**src/rtl/dmem_bridge.sv**
```systemverilog
// M-stage data bridge: one SRAM-like bus transaction per load/store with byte lanes,
// store-data replication and aligned, extended load return. Stalls M until done.
module dmem_bridge (
  input  logic        clk,
  input  logic        rst,
  input  logic        mem_enM,
  input  logic        mem_wenM,
  input  logic [1:0]  mem_sizeM,
  input  logic        mem_signedM,
  input  logic [31:0] addrM,
  input  logic [31:0] wdataM,
  input  logic        stall_otherM,
  output logic [31:0] readdataM,
  output logic        stallM,
  output logic        addr_errM,
  output logic        data_req,
  output logic        data_wr,
  output logic [1:0]  data_size,
  output logic [31:0] data_addr,
  output logic [31:0] data_wdata,
  output logic [3:0]  data_wstrb,
  input  logic        data_addr_ok,
  input  logic        data_data_ok,
  input  logic [31:0] data_rdata
);

  typedef enum logic [1:0] {IDLE, REQ, WAIT, DONE} state_e;

  state_e      state_q;
  logic        req_q, wr_q, sgn_q;
  logic [1:0]  size_q;
  logic [31:0] addr_q, wdata_q, rdata_q;
  logic [3:0]  wstrb_q;

  logic        misalign, start;
  logic [3:0]  wstrb_d;
  logic [31:0] wdata_d, shifted, rd_ext;

  // Size 11 is handled as a word everywhere, hence the test on size[1] only.
  assign misalign  = ((mem_sizeM == 2'b01) & addrM[0]) | (mem_sizeM[1] & (|addrM[1:0]));
  assign start     = mem_enM & ~misalign;
  assign addr_errM = mem_enM & misalign;

  always_comb begin
    wstrb_d = 4'b0000;
    wdata_d = wdataM;
    case (mem_sizeM)
      2'b00: begin
        wstrb_d = 4'b0001 << addrM[1:0];
        wdata_d = {4{wdataM[7:0]}};
      end
      2'b01: begin
        wstrb_d = addrM[1] ? 4'b1100 : 4'b0011;
        wdata_d = {2{wdataM[15:0]}};
      end
      default: wstrb_d = 4'b1111;
    endcase
    if (!mem_wenM) wstrb_d = 4'b0000;
  end

  // Extraction uses the latched request, so M-stage input changes mid-flight are harmless.
  always_comb begin
    shifted = data_rdata >> {addr_q[1:0], 3'b000};
    case (size_q)
      2'b00:   rd_ext = {{24{sgn_q & shifted[7]}}, shifted[7:0]};
      2'b01:   rd_ext = {{16{sgn_q & shifted[15]}}, shifted[15:0]};
      default: rd_ext = shifted;
    endcase
    if (wr_q) rd_ext = 32'h0;
  end

  always_ff @(posedge clk or posedge rst) begin
    if (rst) begin
      state_q <= IDLE;
      req_q   <= 1'b0;
      wr_q    <= 1'b0;
      sgn_q   <= 1'b0;
      size_q  <= 2'b00;
      addr_q  <= 32'h0;
      wdata_q <= 32'h0;
      wstrb_q <= 4'b0000;
      rdata_q <= 32'h0;
    end else begin
      case (state_q)
        IDLE: if (start) begin
          addr_q  <= addrM;
          size_q  <= mem_sizeM;
          sgn_q   <= mem_signedM;
          wr_q    <= mem_wenM;
          wstrb_q <= wstrb_d;
          wdata_q <= wdata_d;
          req_q   <= 1'b1;
          state_q <= REQ;
        end
        REQ: if (data_addr_ok) begin
          req_q <= 1'b0;
          if (data_data_ok) begin
            rdata_q <= rd_ext;
            state_q <= DONE;
          end else begin
            state_q <= WAIT;
          end
        end
        WAIT: if (data_data_ok) begin
          rdata_q <= rd_ext;
          state_q <= DONE;
        end
        DONE: if (!stall_otherM) state_q <= IDLE;
        default: state_q <= IDLE;
      endcase
    end
  end

  always_comb begin
    stallM = 1'b0;
    if (!rst) begin
      case (state_q)
        IDLE:     stallM = start;
        REQ,WAIT: stallM = 1'b1;
        default:  stallM = 1'b0;
      endcase
    end
  end

  assign readdataM  = rdata_q;
  assign data_req   = req_q;
  assign data_wr    = wr_q;
  assign data_size  = size_q;
  assign data_addr  = addr_q;
  assign data_wdata = wdata_q;
  assign data_wstrb = wstrb_q;

endmodule

```
**config.mk**
```make
export PLATFORM = sky130hd
export DESIGN_NAME = dmem_bridge
export DESIGN_NICKNAME = d
export VERILOG_FILES = /design/src/rtl/dmem_bridge.sv
export SDC_FILE = /design/constraint.sdc
export NUM_CORES = 1
export LEC_CHECK = 0
export CELL_PAD_IN_SITES_DETAIL_PLACEMENT = 0
export CELL_PAD_IN_SITES_GLOBAL_PLACEMENT = 1
export CORE_ASPECT_RATIO = 0.9
export CORE_UTILIZATION = 35
export CTS_CLUSTER_SIZE = 14
export DETAILED_ROUTE_END_ITERATION = 10
export PLACE_DENSITY = 0.95
export SETUP_SLACK_MARGIN = 0.05
export SYNTH_ARGS = -nofsm -noshare
export SYNTH_HDL_FRONTEND = slang
export SYNTH_SLANG_ARGS = --single-unit
```
**constraint.sdc**
```tcl
create_clock -name clk -period 5.5 [get_ports clk]
set_input_delay 0.825 -clock clk [delete_from_list [all_inputs] [get_ports clk]]
set_output_delay 0.825 -clock clk [all_outputs]
set_load 0.01 [all_outputs]
```
* After elaboration in Yosys (flattened, before gate mapping)
Cells that the tools add are included.
** Word-level totals
- Flip-flop bits (word level) :: 107
- Bits in latches :: 0
- Bits in writable memories :: 0
- Bits in read-only memories :: 0
- Bits of input ports :: 106
- Output and inout port bits :: 106
- Word-level logic and storage cells :: 59
- Memories kept :: 0
** Cells by class
- Add/subtract/negate cells :: 0
- Multiply operators :: 0
- Divide/modulo/power cells :: 0
- Magnitude comparators :: 0
- Eq/ne operators :: 9
- Shift-type cells :: 2
- Multiplexer cells :: 20
- Bitwise operators :: 8
- Reductions and logical operators :: 11
** Operators with widths (count)
- $pmux 32 s2 :: 3
- $mux 32 :: 3
- $shr 32x5->32 :: 1
- $mux 2 :: 4
- $mux 4 :: 2
- $ne 2x2->1 const B :: 4
- $pmux 2 s4 :: 1
- $pmux 4 s2 :: 1
- $and 1x1->1 :: 6
- $eq 2x1->1 const B :: 3
- $logic_not 2->1 :: 3
- $eq 2x2->1 const B :: 2
- $mux 1 :: 4
- $pmux 1 s2 :: 2
- $reduce_and 2->1 :: 2
- $reduce_and 4->1 :: 1
- $reduce_bool 2->1 :: 2
- $reduce_or 2->1 :: 2
- $shl 1x2->4 const A :: 1
- $reduce_and 3->1 :: 1
- $not 1->1 :: 1
- $or 1x1->1 :: 1

* Logic depth before layout (Yosys ltp)
Gate-level depths: netlist of the first run.
- Depth after elaboration :: 7
- Depth in mapped cells :: 7
- Mapped depth without buffers :: 6

* Least setup slack after synthesis of the first run
OpenSTA, ideal clock, no wires.
- Path type :: input -> output
- Start point :: input port mem_sizeM[1]
- End point :: output port stallM
- Data arrival time :: 1843 ps
- Data required time :: 4675 ps
- Path slack :: 2832 ps
- Cell stages on the path :: 5
- Buffers on the path :: 2
- Cell sequence :: a21oi_1 o211ai_1 buf_2 buf_2 a211oi_1
** On the way
- Word-level cells in the longest chain between the ends :: 7
- Elaborated cells between the ends (all ways) :: 8
- Those cells by class :: 1 x eq/ne; 2 x mux; 5 x bitwise
** RTL lines
- start, declared :: line 8 : input logic [1:0] mem_sizeM,
- $eq 2x1->1 :: line 40 : assign misalign = ((mem_sizeM == 2'b01) & addrM[0]) | (mem_sizeM[1] & (|addrM[1:0]));
- $and 1x1->1 :: line 40
- $or 1x1->1 (*) :: line 40
- $not 1->1 (*) :: line 41 : assign start = mem_enM & ~misalign;
- $and 1x1->1 (*) :: line 41
- $pmux 1 s2 (*) :: line 117 : case (state_q)
- $mux 1 (*) :: line 116 : if (!rst) begin
- end, declared :: line 14 : output logic stallM,
Every way passes the cells marked *; elsewhere a longest branch is shown, timed or not.

* Final worst setup path of the first run
- Start point :: input port mem_sizeM[0]
- End point :: output port addr_errM
** On the way
- Word-level cells in the longest chain between the ends :: 4
** RTL lines
- $eq 2x1->1 :: line 40
- $and 1x1->1 :: line 40
- $or 1x1->1 :: line 40
- $and 1x1->1 :: line 42 : assign addr_errM = mem_enM & misalign;
- end, declared :: line 15 : output logic addr_errM,
Every way passes these cells.

==> impl_metrics.tcl, run 1 <==
set metrics [dict create \
    fin_crit_ns 3.653 \
    routed_wirelength_mm 14.44 \
    num_antenna_cells 0 \
    first_pass_iters 4 \
    route.vias.total 4134 \
    antenna_found_initial 0 \
    synth-edff-count 0 \
    worstSetupStartpoint "mem_sizeM[0]" \
    ir_drop_v 0.0002811 \
    synthAdderAreaFrac_pct 1.494 \
    drc_errors 0 \
    status "complete, no violations" \
    cp_max_fo 11 \
    post-route-period-util_pct 66.42 \
    finalPower_mw 3.998 \
    min-delay-start "data_wdata[13]" \
    cts_hold_buf 0 \
    seq_area_frac_synth_pct 53.30 \
    core_um2 14000 \
    fin_area_um2 7586 \
    worstPathArrival_ns 2.83 \
    met3_usage_pct 8.864 \
    synth.top_cells.by_area "dfrtp_1, mux2_2, mux2i_1, o21ai_0, nand2_1" \
    hpwl_mm 10.53 \
    synth-xor-area-share_pct 0 \
    die_w_um 128.3 \
    cts_root_buffer "clkbuf_16" \
    power_frac_comb_pct 46.9 \
    syn2layout_area_growth_pct 51.01 \
    cts_made_buffers 9 \
    drv_cap 0 \
    top_usage_layer "met2" \
    synthSimpleGateAreaFrac_pct 6.999 \
    grt_pass1_vias 4211 \
    grt_usage_pct 19.60 \
    intPower_mw 2.636 \
    swShare_pct 34.07 \
    syn-num-nets 544 \
    synth_top_family_by_area "multiplexers" \
    grt_first_pass_wirelength_mm 22.03 \
    grt_max_degree 102 \
    postCtsSetupRepairBufs 0 \
    synth_common_cells "dfrtp_1, o21ai_0, mux2_2" \
    worst-path-buf-inv 3 \
    setup.worst_path.end_class "primary output" \
    clk_latency_ns 0.35 \
    io-pin-count 212 \
    yosysWarnings 0 \
    cpMostUsedCell "clkdlybuf4s50_1" \
    netlist.top_cell.by_area "dfrtp_1" \
    synth_cells 432 \
    post_cts_resized 0 \
    post_dp_cell_area_um2 7282 \
    p_sw_mw 1.362 \
    synth_top_area_share_pct 53.30 \
    grt_setup_unrepaired "false" \
    synthMostInstantiatedCell "dfrtp_1" \
    htree_levels 3 \
    n_fill_cell 1215 \
    hold_path.class "reg -> reg" \
    crit_chain "clkdlybuf4s50_1 -> nor2_1 -> buf_4 -> nor3b_1 -> clkdlybuf4s50_1" \
    use_met1_pct 22.01 \
    seqPwrFrac_pct 36.4 \
    rows 41 \
    tns_ns 0 \
    netlist_area_um2 5024 \
    syn_avg_cell_area_um2 11.63 \
    muxShareOfSynthArea_pct 20.30 \
    dieArea_um2 14840 \
    io_buffers 211 \
    routedWlPerCell_um 17.44 \
    drive_gt1_share_pct 14.02 \
    grt_use_met2_pct 33.26 \
    timing.fmax_ghz 0.2737 \
    finalCoreUtilization_pct 54.17 \
    start_kind "input pin" \
    ys_types 34 \
    holdWs_ns 0.4821 \
    hold_viol 0 \
    slew_violations 0 \
    synth_compound_area_share_pct 14.55 \
    criticalPathCategory "in -> out" \
    r2r_start "data_addr[1]" \
    vias_per_cell 4.993 \
    chipHeight_um 115.7 \
    routabilityCongestion 0.8635 \
    ys.flop_type "dfrtp_1" \
    crit_family "buffers and inverters" \
    leakagePower_nw 3.235 \
    slowest_delay_ns 0.84 \
    power.density_nw_per_um2 527.1 \
    required_ns 4.68 \
    nNetsFinal 742 \
    clock_sink_count 107 \
    skew_ns 0.006004 \
    overflow 0 \
    tightestPinTransition_ns 1.301 \
    start_util_pct 35.87 \
    cp_slowest_cell "clkdlybuf4s50_1" \
    path_clk_slew_ns 0.08 \
    dr.first_iter.drc_count 150 \
    antenna_left 0 \
    ys_seq_elements 107 \
    setup_viol 0 \
    tritoncts "built" \
    synth-async-reset-ratio_pct 100.0 \
    cts_buffer_depth 2 \
    slew_headroom_pct 12.59 \
    clkPwrFrac_pct 16.8 \
]
==> cells in the final DEF, fill, tap and decap left out, types with 2 or more instances in the layout <==
| cell type | n |
|---|---|
| a22o_1 | 10 |
| a221o_2 | 10 |
| ha_1 | 6 |
| nand2_1 | 46 |
| inv_1 | 6 |
| o21ai_0 | 55 |
| dfrtp_1 | 107 |
| nand3b_1 | 9 |
| a21oi_1 | 18 |
| nor2_1 | 15 |
| clkinv_4 | 2 |
| a211oi_1 | 3 |
| buf_4 | 6 |
| clkbuf_16 | 9 |
| a21boi_0 | 2 |
| mux2i_1 | 40 |
| a221o_1 | 6 |
| clkdlybuf4s50_1 | 211 |
| mux2_2 | 53 |
==> final timing paths <==
kind                                  end  slack (ns)  depth (start not counted)
setup reg to reg            readdataM[20]        2.63                          4
hold reg to reg            data_wdata[13]        0.48                          2
setup / recovery                addr_errM        1.85                          5
hold / removal             data_wdata[13]        0.48                          2
min in group asynchronous        data_req        1.00                          2
max in group asynchronous  data_wdata[11]        3.38                          3
==> stage by stage <==
step	cells	setup slack (ns)
after floorplan	432	1.858
after global placement	812	1.894
after detailed placement	812	1.824
after CTS	828	1.811
after global routing	828	1.732
final	828	1.847
==> worst reg2reg max path, delay by kind of cell, from the launching register on <==
kind | cells | cell delay, ns
compound gates | 2 | 1.16
flops | 1 | 1.11
mux | 1 | 0.47
simple gates | 1 | 0.06
==> cells by family after synthesis <==
group / count (synthesis)
flip-flops: 107
AO/OA/AOI/OAI: 110
multiplexers: 94
buffers and inverters: 37
AND/OR/NAND/NOR: 78
adder cells (fa/ha/maj): 6
==> metal layers <==
layer / wire (µm) / vias up / part of all wire [%]
met4: 206 / 0 / 1.4
met5: 0 / - / 0
met2: 6881 / 165 / 48
li1: - / 1955 / -
met3: 1503 / 14 / 10
met1: 5850 / 2000 / 41
==> power by group through the flow <==
stage                     Clock [mW]  Sequential, mW  Combinational [mW]
after floorplan                    0            1.53               0.784
after global placement             0            1.45                1.85
after detailed placement           0            1.47                1.88
after CTS                      0.689            1.46                1.89
after global routing           0.716            1.51                2.02
final                          0.670            1.45                1.87
==> sequential cells by signal, indices dropped and copies added, names as in the netlist <==
| name | flops |
|---|---|
| data_wdata | 32 |
| data_addr | 32 |
| readdataM | 32 |
| sgn_q | 1 |
| data_req | 1 |
| data_wstrb | 4 |
| data_size | 2 |
| state_q | 2 |
| data_wr | 1 |
==> area by class of cell <==
class                      instances  area, µm²  share of cell area [%]
tap                              193      241.5                   3.183
multi-input combinational        288       2177                   28.70
clock inverter                     5      61.31                  0.8082
sequential                       107       2678                   35.30
inverter                           7      28.78                  0.3793
timing repair buffer             217       2157                   28.43
clock buffer                      11      242.7                   3.200
Power figures use the tool's default switching activity.
==> run 2: changes to the inputs <==
--- a/config.mk
+++ b/config.mk
@@ -8,10 +8,10 @@
 export CELL_PAD_IN_SITES_DETAIL_PLACEMENT = 0
 export CELL_PAD_IN_SITES_GLOBAL_PLACEMENT = 1
 export CORE_ASPECT_RATIO = 0.9
-export CORE_UTILIZATION = 35
+export CORE_UTILIZATION = 29
 export CTS_CLUSTER_SIZE = 14
 export DETAILED_ROUTE_END_ITERATION = 10
-export PLACE_DENSITY = 0.95
+export PLACE_DENSITY = 0.87
 export SETUP_SLACK_MARGIN = 0.05
 export SYNTH_ARGS = -nofsm -noshare
 export SYNTH_HDL_FRONTEND = slang
==> constraint.sdc (replaced) <==
create_clock -name clk -period 3.19 [get_ports clk]
set_input_delay 0.4785 -clock clk [delete_from_list [all_inputs] [get_ports clk]]
set_output_delay 0.4785 -clock clk [all_outputs]
set_load 0.01 [all_outputs]
==> run 2 against run 1 <==
Sequential cell count unchanged. Wire length increased by 5.8%. Combinational power increased by 80%. Core utilization decreased by 8.7 points. Clock-buffer cell count unchanged. Total power increased by 73%. Sequential power increased by 66%. Highest routed layer unchanged. Sequential share of layout area decreased by 0.47 points. Die area increased by 20%. Clock power increased by 69%.
==> impl_metrics.tcl, run 2 (same netlist as run 1, synthesis figures left out) <==
set metrics [dict create \
    status "complete, no violations" \
    drc_errors 0 \
    worstSetupStartpoint "mem_sizeM[1]" \
    io-pin-count 212 \
    post-route-period-util_pct 86.58 \
    crit_chain "clkdlybuf4s50_1 -> a21oi_1 -> o211ai_1 -> a211oi_1 -> clkdlybuf4s50_1" \
    worstPathArrival_ns 2.28 \
    core_um2 16890 \
    dpl_worst_slack_ns 0.3766 \
    post_cts_resized 0 \
    finalPower_mw 6.901 \
    num_antenna_cells 0 \
    clock_sink_count 107 \
    layout_commonest_cell "clkdlybuf4s50_1" \
    slowest_delay_ns 0.59 \
    dr.first_iter.drc_count 156 \
    cpMostUsedCell "clkdlybuf4s50_1" \
    dieArea_um2 17850 \
    setup.worst_path.end_class "primary output" \
    slew_headroom_pct 50.26 \
    hold_path.class "reg -> reg" \
    clk_latency_ns 0.35 \
    min-delay-start "data_wdata[12]" \
    die_w_um 140.7 \
    cts_buffer_depth 2 \
    cts_root_buffer "clkbuf_16" \
    io_buffers 211 \
    power.density_nw_per_um2 897.7 \
    postCtsSetupRepairBufs 0 \
    grt_setup_unrepaired "false" \
    setup_viol 0 \
    cp_max_fo 4 \
    fin_crit_ns 2.762 \
    criticalPathCategory "in -> out" \
    chipHeight_um 126.9 \
    skew_ns 0.009563 \
    final_cell_mix "clkdlybuf4s50_1, dfrtp_1, o21ai_0" \
    path_clk_slew_ns 0.07 \
    slew_violations 0 \
    grt_first_pass_wirelength_mm 24.15 \
    grt_pass1_vias 4387 \
    fin_ws_ns 0.4280 \
    drive_gt1_share_pct 15.22 \
    cts_hold_buf 0 \
    routedWlPerCell_um 17.88 \
    finalCoreUtilization_pct 45.51 \
    holdPathStages 2 \
    routabilityCongestion 0.8817 \
    drv_cap 0 \
    cts_made_buffers 9 \
    cp_slowest_cell "clkdlybuf4s50_1" \
    ir_drop_v 0.0003982 \
    hold_viol 0 \
    required_ns 2.71 \
    grt_max_degree 63 \
    route.vias.total 4193 \
    start_util_pct 29.74 \
    vias_per_cell 4.904 \
    final_cells 855 \
    nNetsFinal 752 \
    overflow 0 \
    tns_ns 0 \
    tritoncts "built" \
    routed_wirelength_mm 15.28 \
    syn2layout_area_growth_pct 53.03 \
    reg2regPathDepth 6 \
    timing.fmax_ghz 0.3621 \
    grt_usage_pct 17.61 \
    start_kind "input pin" \
    first_pass_iters 4 \
    leakagePower_nw 3.274 \
    tightestPinTransition_ns 0.7446 \
    rows 45 \
    antenna_found_initial 0 \
    antenna_left 0 \
    hpwl_mm 11.58 \
    r2r_start "state_q[0]" \
    htree_levels 3 \
    place_inst 840 \
]
run 2: layout make-up:
class	count	area (µm²)
clock buffer	11	242.7
clock inverter	4	51.30
fill	1583	9204
inverter	7	30.03
multi-input combinational	288	2177
sequential	107	2678
tap	211	264.0
timing repair buffer	227	2245
run 2: per-stage QoR:
| stage | hold slack, ns | instance area, µm² |
|---|---|---|
| after detailed placement | 0.4699 | 7393 |
| after global placement | 0.4644 | 7393 |
| after floorplan | 0.4948 | 5027 |
| after CTS | 0.4868 | 7687 |
| after global routing | 0.5057 | 7687 |
| final | 0.4811 | 7687 |
run 2: where the power goes:
part	internal [mW]	switching [mW]	total, mW
combinational	1.93	1.43	3.36
clock	0.627	0.507	1.13
sequential	2.00	0.410	2.41
run 2: critical path: cells and delay by family:
family	cells	cell delay, ns
buffers and inverters	2	1.09
AO/OA/AOI/OAI	3	0.72
run 2: metal layers:
metal / track usage [%] / up-vias / part of all wire (%)
met1: 20.94 / 2042 / 42
met2: 29.82 / 170 / 48
met5: 0 / - / 0
li1: - / 1972 / -
met4: 3.325 / 0 / 0.72
met3: 7.437 / 9 / 9.4
run 2: final timing paths:
check | end | slack, ns
setup reg to reg | data_addr[17] | 0.93
setup / recovery | stallM | 0.43
hold reg to reg | data_wdata[12] | 0.48
max in group asynchronous | data_addr[21] | 1.72
min in group asynchronous | data_addr[17] | 0.62
hold / removal | data_wdata[12] | 0.48
==> run 3: changes to the inputs <==
--- a/config.mk
+++ b/config.mk
@@ -5,12 +5,14 @@
 export SDC_FILE = /design/constraint.sdc
 export NUM_CORES = 1
 export LEC_CHECK = 0
+export CAP_MARGIN = 30
 export CELL_PAD_IN_SITES_DETAIL_PLACEMENT = 0
 export CELL_PAD_IN_SITES_GLOBAL_PLACEMENT = 1
 export CORE_ASPECT_RATIO = 0.9
 export CORE_UTILIZATION = 29
 export CTS_CLUSTER_SIZE = 14
 export DETAILED_ROUTE_END_ITERATION = 10
+export GPL_TIMING_DRIVEN = 0
 export PLACE_DENSITY = 0.87
 export SETUP_SLACK_MARGIN = 0.05
 export SYNTH_ARGS = -nofsm -noshare
==> run 3 against run 2 <==
Die area is the same. Cell area grew 0.88%. Sequential power is essentially flat. Sequential share of layout area shrank 0.30 points. Sequential cell count is the same. Clock power is essentially flat. Critical path type unchanged. Highest routed layer unchanged.
==> impl_metrics.tcl, run 3 (same netlist as run 1, synthesis figures left out) <==
set metrics [dict create \
    first_pass_iters 4 \
    multi_input_area_um2 2183 \
    slew_headroom_pct 35.48 \
    holdPathStages 2 \
    start_util_pct 29.74 \
    reg2reg_setup_slack_ns 0.83 \
    io-pin-count 212 \
    routedWlPerCell_um 18.54 \
    worstSetupStartpoint "addrM[1]" \
    routabilityCongestion 0.8749 \
    worstPathArrival_ns 2.41 \
    dr.first_iter.drc_count 125 \
    final_cell_mix "clkdlybuf4s50_1, dfrtp_1, o21ai_0" \
    timing.fmax_ghz 0.3458 \
    r2r_start "state_q[1]" \
    clk_latency_ns 0.36 \
    finalCoreUtilization_pct 45.91 \
    grt_max_degree 30 \
    chipHeight_um 126.9 \
    core_um2 16890 \
    hold_viol 0 \
    final_cells 873 \
    layout_commonest_cell "clkdlybuf4s50_1" \
    timing.rr.end "readdataM[23]" \
    cp_max_fo 10 \
    tightestPinTransition_ns 0.9604 \
    reg2regPathDepth 7 \
    slew_violations 0 \
    htree_levels 3 \
    crit_family "buffers and inverters" \
    cts_buffer_depth 2 \
    dpl_worst_slack_ns -0.002682 \
    grt_usage_pct 18.58 \
    status "complete, no violations" \
    worst-path-buf-inv 4 \
    setup.worst_path.end_class "primary output" \
    hold_path.class "reg -> reg" \
    path_clk_slew_ns 0.07 \
    cts_root_buffer "clkbuf_16" \
    antenna_left 0 \
    cp_slowest_cell "clkdlybuf4s50_1" \
    skew_ns 0.01537 \
    fin_ws_ns 0.2980 \
    drc_errors 0 \
    ir_drop_v 0.0004230 \
    grt_setup_unrepaired "false" \
    nNetsFinal 769 \
    grt_first_pass_wirelength_mm 25.38 \
    leakagePower_nw 3.290 \
    post-route-period-util_pct 90.66 \
    cts_hold_buf 0 \
    worst-path-stages 7 \
    antenna_found_initial 0 \
    criticalPathCategory "in -> out" \
    start_kind "input pin" \
    drv_cap 0 \
    dieArea_um2 17850 \
    grt_pass1_vias 4597 \
    slowest_delay_ns 0.60 \
    drive_gt1_share_pct 15.41 \
    io_buffers 211 \
    hpwl_mm 12.48 \
    overflow 0 \
    fin_crit_ns 2.892 \
    setup_viol 0 \
    num_antenna_cells 0 \
    n_fill_cell 1578 \
    regArea_um2 2678 \
    route.vias.total 4312 \
    cts_made_buffers 9 \
    rows 45 \
    cpMostUsedCell "buf_2" \
    power.density_nw_per_um2 894.4 \
    endpoint "stallM" \
    required_ns 2.71 \
    tritoncts "built" \
    routed_wirelength_mm 16.19 \
    clock_sink_count 107 \
    tns_ns 0 \
    crit_chain "clkdlybuf4s50_1 -> a21oi_2 -> o211ai_1 -> buf_2 -> buf_2 -> a211oi_1 -> dlygate4sd2_1" \
    holdWs_ns 0.4859 \
    min-delay-start "readdataM[11]" \
    vias_per_cell 4.939 \
    syn2layout_area_growth_pct 54.37 \
    die_w_um 140.7 \
    place_inst 857 \
]
## run 3: cell count changes in the layout (fill, tap and decap cells not counted), moves of 2 or more
cell / before / now
inv_6: 0 / 2
clkbuf_1: 1 / 13
buf_4: 15 / 0
buf_12: 1 / 3
buf_6: 0 / 2
buf_2: 0 / 12
buf_1: 0 / 4
## run 3: per-layer routing
metal	GRT usage [%]	vias up	share of wire, %
li1	-	2010	-
met1	23.06	2131	43
met4	5.627	0	1.2
met3	6.342	12	8.5
met5	0	-	0
met2	30.52	159	47
## run 3: worst min path at each step
| stage | endpoint | slack (ns) |
|---|---|---|
| after detailed placement | readdataM[11] | 0.47 |
| after CTS | readdataM[11] | 0.49 |
| after floorplan | sgn_q | 0.49 |
| after global routing | data_wdata[13] | 0.51 |
| final | readdataM[11] | 0.49 |
| after global placement | data_wdata[15] | 0.46 |
## run 3: power by group
part / total (mW) / leakage (nW) / switching (mW) / internal, mW
registers: 2.40 / 1.34 / 0.406 / 2.00
logic: 3.43 / 1.81 / 1.48 / 1.96
clock network: 1.10 / 0.135 / 0.534 / 0.564
## run 3: final cells by class
cell class              count  area share, %
plain buffers              30          1.839
clock buffers              11          3.130
clock inverters             5         0.5647
inverters                   7         0.3872
multi-input cells         288          28.15
flip-flops and latches    107          34.53
well taps                 211          3.404
repair buffers            214          27.99
## run 3: timing repair
| item | in CTS | in global routing |
|---|---|---|
| gates resized for setup | 3 | 0 |
| endpoints found under the hold margin | 0 | 0 |
| setup endpoints to repair | 1 | 0 |
| buffers inserted | 0 | 0 |
## run 3: stage by stage
stage / instance area [µm²] / total power [mW]
6_report: 7755 / 6.936
3_3_place_gp: 7403 / 5.796
3_5_place_dp: 7463 / 5.886
4_1_cts: 7755 / 7.025
2_1_floorplan: 5027 / 3.998
5_1_grt: 7755 / 7.379
## run 3: tightest hold or removal path, cell delays in order (launching register included)
cell and delay, ns:
dfrtp_1 0.34, nand2_1 0.05, o21ai_0 0.06
